`src/rtl/regfile_scoreboard_pkg.sv`:
```
// regfile_scoreboard_pkg: shared constants and types for the decode-stage register scoreboard.
package regfile_scoreboard_pkg;
    localparam int NUM_REGS       = 8;
    localparam int REG_IDX_W      = 3;
    localparam int WB_LAT_DEFAULT = 3;
    localparam int CNT_W          = 3;
    typedef logic [REG_IDX_W-1:0] reg_idx_t;
    typedef logic [CNT_W-1:0]     sb_cnt_t;
endpackage

```
`src/rtl/regfile_scoreboard_sb_entry.sv`:
```
// sb_entry: per-register write-back countdown with busy and hazard flags.
// SCOREBOARD_FWD_EN: regFile bypasses write-before-read, so the final countdown cycle is no hazard.
module sb_entry
    import regfile_scoreboard_pkg::*;
(
    input  logic    clk,
    input  logic    rst,
    input  logic    load,
    input  sb_cnt_t load_val,
    output sb_cnt_t cnt,
    output logic    busy,
    output logic    hz
);
    sb_cnt_t cnt_q, cnt_d;
    logic    busy_q;
    always_comb cnt_d = load ? load_val : (cnt_q != '0) ? cnt_q - 1'b1 : cnt_q;
    always_ff @(posedge clk or posedge rst) begin
        if (rst) begin
            cnt_q  <= '0;
            busy_q <= 1'b0;
        end else begin
            cnt_q  <= cnt_d;
            busy_q <= (cnt_d != '0);
        end
    end
    assign cnt  = cnt_q;
    assign busy = busy_q;
`ifdef SCOREBOARD_FWD_EN
    assign hz = (cnt_q > sb_cnt_t'(1));
`else
    assign hz = (cnt_q != '0);
`endif
endmodule

```
`src/rtl/regfile_scoreboard.sv`:
```
// regfile_scoreboard: RAW hazard stall control for decode, with saturating stall statistics.
// Build with SCOREBOARD_FWD_EN to assume write-before-read bypass in the regFile.
module regfile_scoreboard
    import regfile_scoreboard_pkg::*;
#(
    parameter int WB_LAT = WB_LAT_DEFAULT,
    parameter int STAT_W = 16
) (
    input  logic                clk,
    input  logic                rst,
    input  logic                id_valid,
    input  reg_idx_t            rs_sel,
    input  logic                rs_used,
    input  reg_idx_t            rt_sel,
    input  logic                rt_used,
    input  reg_idx_t            rd_sel,
    input  logic                rd_wr,
    input  logic                flush,
    output logic                stall,
    output logic                issue,
    output logic [NUM_REGS-1:0] busy_vec,
    output logic [STAT_W-1:0]   stall_cnt
);
    logic [NUM_REGS-1:0] hz, load;
    sb_cnt_t             unused_cnt [NUM_REGS];
    logic [STAT_W-1:0]   stall_cnt_q, stall_cnt_d;
    // hazard check uses pre-load state, so an instruction never stalls on its own write
    assign stall = ~rst & id_valid & ~flush & ((rs_used & hz[rs_sel]) | (rt_used & hz[rt_sel]));
    assign issue = ~rst & id_valid & ~flush & ~stall;
    for (genvar i = 0; i < NUM_REGS; i++) begin : g_entry
        assign load[i] = issue & rd_wr & (rd_sel == reg_idx_t'(i));
        sb_entry u_entry (
            .clk      (clk),
            .rst      (rst),
            .load     (load[i]),
            .load_val (sb_cnt_t'(WB_LAT)),
            .cnt      (unused_cnt[i]),
            .busy     (busy_vec[i]),
            .hz       (hz[i])
        );
    end
    always_comb stall_cnt_d = (stall & ~&stall_cnt_q) ? stall_cnt_q + 1'b1 : stall_cnt_q;
    always_ff @(posedge clk or posedge rst) begin
        if (rst) stall_cnt_q <= '0;
        else     stall_cnt_q <= stall_cnt_d;
    end
    assign stall_cnt = stall_cnt_q;
endmodule

```
`config.mk`:
```
export PLATFORM = sky130hd
export DESIGN_NAME = regfile_scoreboard
export DESIGN_NICKNAME = d
export VERILOG_FILES = /design/src/rtl/regfile_scoreboard_pkg.sv /design/src/rtl/regfile_scoreboard_sb_entry.sv /design/src/rtl/regfile_scoreboard.sv
export SDC_FILE = /design/constraint.sdc
export NUM_CORES = 1
export LEC_CHECK = 0
export BUFFER_PORTS_ARGS = -buffer_cell sky130_fd_sc_hd__buf_2
export CAP_MARGIN = 20
export CORE_MARGIN = 2
export CORE_UTILIZATION = 58
export DETAILED_ROUTE_END_ITERATION = 8
export PLACE_DENSITY = 0.8
export SYNTH_ARGS = -nofsm -noshare
export SYNTH_HDL_FRONTEND = slang
export SYNTH_HIERARCHICAL = 1
export SYNTH_SLANG_ARGS = --single-unit
```
`constraint.sdc`:
```
create_clock -name clk -period 3.2 [get_ports clk]
set_input_delay 0.48 -clock clk [delete_from_list [all_inputs] [get_ports clk]]
set_output_delay 0.48 -clock clk [all_outputs]
set_load 0.005 [all_outputs]
```
==> results.cfg <==
[clocking]
clock_sinks = 48
cts-root-buf = clkbuf_8
cts_max_level = 2
cts_tree = built
clk_latency_ns = 0.30
clk_pin_slew_ns = 0.09
numCtsBuffers = 5
cts_buffer_depth = 2
cts_setup_buffers = 0
hold_buffers = 0

[synthesis]
syn_area_per_cell_um2 = 10.48
synth_edf_count = 0
yosysUniqueCellTypes = 37
syn_area_um2 = 3072
synthFlopType = dfrtp_1
syn_inst = 293
yosysWarnings = 6
ys_seq_elements = 48
synth.yosys.seq_area_share_pct = 39.10
synth-async-reset-ratio_pct = 100.0

[floorplan]
dieArea_um2 = 5894
start_util_pct = 60.14
std_cell_rows = 26
coreArea_um2 = 5107
die_x_um = 76.78
ioPinCount = 42
die_h_um = 76.78

[place]
gp_congestion = 0.7554
place_area_um2 = 3451
dp_hpwl_um = 4769
io_buffers = 41
dp.cells = 427
pre_cts_slack_ns = 0.1819

[critical_path]
rr_startpoint = g_entry[0].u_entry/cnt[0]$_DFF_PP0_
arrival_ns = 3.06
crit_type = reg -> reg
startpoint = g_entry[0].u_entry/cnt[0]$_DFF_PP0_
cp-start-kind = flip-flop
crit_path_end_kind = flip-flop
r2r_cells = 13
required_ns = 3.38
cp_max_fo = 8

[timing]
slew_headroom_pct = 60.53
grt_setup_unrepaired = false
setup_viol = 0
fin_setup_tns_ns = 0
fmax_ghz = 0.3463
slew_violations = 0
finClkSkew_ns = 0.01205
worstMarginPinSlew_ns = 0.5898
fin_ws_ns = 0.3122
min_period_ns = 2.888
timing.final.crit_share_pct = 90.24
final_hold_viol_count = 0

[flow_run]
drv_cap = 0

[power]
irDropWorstVdd_uv = 437.6
power_leakage_nw = 1.653
power.density_nw_per_um2 = 690.0

[global_route]
first_global_vias = 2333
overflow = 0
antenna_found_initial = 0
track_usage_pct = 21.62
grt_max_degree = 17
grt_first_pass_wirelength_um = 10400

[min_path]
min_path_type = in -> async

[final_layout]
final_util_pct = 69.18
fin_area_um2 = 3533
syn_to_final_growth_pct = 15.03
antenna-diode-count = 0
final_common_cell = dfrtp_1
layout-drive-gt1-share_pct = 23.63
nets = 397
final_cell_mix = dfrtp_1, inv_1, buf_2
finalNonFillerCells = 434

[detailed_routing]
final_antenna_net_count = 0
drt-total-wl_um = 5966
post-route-drc-count = 0
initialDrtViolationCount = 74
dr.pass1.iters = 4
wl_per_cell_um = 13.75
via_per_inst = 5.339
vias = 2317

[outcome]
status = finished, final reports clean
[repair_timing]
| item | CTS | global route |
|---|---|---|
| endpoints found under the hold margin | 0 | 0 |
| resized for setup | 0 | 1 |
| setup endpoints to repair | 0 | 1 |
[critical path, stage by stage, from the launching register on]
cell and delay, ns:
dfrtp_1 0.39, inv_1 0.08, ha_1 0.23, nand2b_1 0.17
mux2i_1 0.13, a22oi_2 0.24, nand4_4 0.15, and3b_2 0.25
nand2_1 0.15, nor3_1 0.08, buf_4 0.17, nor4b_2 0.26
a221oi_1 0.09, or3_1 0.38
[routing by layer]
metal / routed length [um] / up-vias / share of wire [%] / track usage, %
li1: - / 1145 / - / -
met1: 2654 / 1117 / 44 / 27.18
met2: 3012 / 45 / 50 / 37.98
met3: 201 / 10 / 3.4 / 3.412
met4: 96 / 0 / 1.6 / 7.091
met5: 0 / - / 0 / 0
[per-stage QoR]
step | total power [mW] | hold WS (ns)
detailed placement | 2.119 | 0.4852
CTS | 2.456 | 0.1860
floorplan | 1.820 | 0.2461
global route | 2.653 | 0.2002
finish | 2.438 | 0.1783
global placement | 2.056 | 0.4815
[state kept, by name, summed over array words and instances, names as in the netlist]
| register | flops |
|---|---|
| g_entry.u_entry/cnt | 24 |
| g_entry.u_entry/busy | 8 |
| stall_cnt | 16 |
[cell families (layout without fill, tap and decap cells)]
group | after synthesis | count (layout) | share of synthesized area, %
AND/OR/NAND/NOR | 130 | 130 | 31.93
flip-flops | 48 | 48 | 39.10
buffers and inverters | 44 | 93 | 5.743
AO/OA/AOI/OAI | 28 | 28 | 8.798
adder cells (fa/ha/maj) | 17 | 17 | 6.925
XOR/XNOR | 15 | 15 | 4.277
multiplexers | 9 | 9 | 2.974
other | 2 | 24 | 0.2445
[cell type report]
cell class                 instances  area, um2
clock inverter                     1      5.005
inverter                          42      157.7
fill                             419       1574
timing repair buffer              44      227.7
sequential                        48       1201
multi-input combinational        223       1782
tap                               70      87.58
clock buffer                       6      72.57
[path summary, 6_finish.rpt]
kind,to,slack [ns]
min in group clk,stall_cnt[5]$_DFFE_PP0P_,0.49
worst max-delay path,g_entry[2].u_entry/busy$_DFF_PP0_,0.31
worst min register to register,stall_cnt[5]$_DFFE_PP0P_,0.49
max in group asynchronous,stall_cnt[11]$_DFFE_PP0P_,2.45
worst min-delay path,g_entry[3].u_entry/busy$_DFF_PP0_,0.18
worst max register to register,g_entry[2].u_entry/busy$_DFF_PP0_,0.31
[Yosys cell counts, types with 2 or more instances]
cell | count | area [um2]
o31a_1 | 8 | 70.07
conb_1 | 2 | 7.510
nor3_1 | 6 | 30.03
nand2b_1 | 19 | 118.9
nor2b_1 | 18 | 112.6
inv_1 | 42 | 157.7
nand4_1 | 7 | 43.79
and3_1 | 2 | 12.51
nand3b_1 | 3 | 22.52
a22oi_2 | 2 | 25.02
ha_1 | 17 | 212.7
mux2i_1 | 8 | 80.08
nor3b_1 | 8 | 60.06
xor2_1 | 7 | 61.31
nor2b_2 | 8 | 70.07
nor4b_2 | 17 | 255.2
nand2_1 | 9 | 33.78
a221oi_1 | 8 | 70.07
nand3_1 | 7 | 35.03
a311oi_1 | 8 | 70.07
dfrtp_1 | 48 | 1201
nor2_1 | 8 | 30.03
or3_1 | 8 | 50.05
xnor2_1 | 8 | 70.07
nor4_2 | 2 | 25.02
nor4_1 | 2 | 12.51
[where the power goes]
group | leakage [nW] | switching, mW | internal (mW)
Combinational | 1.04 | 0.535 | 0.540
Sequential | 0.577 | 0.199 | 0.828
Clock | 0.0410 | 0.188 | 0.149
Power figures use the tool's default switching activity.
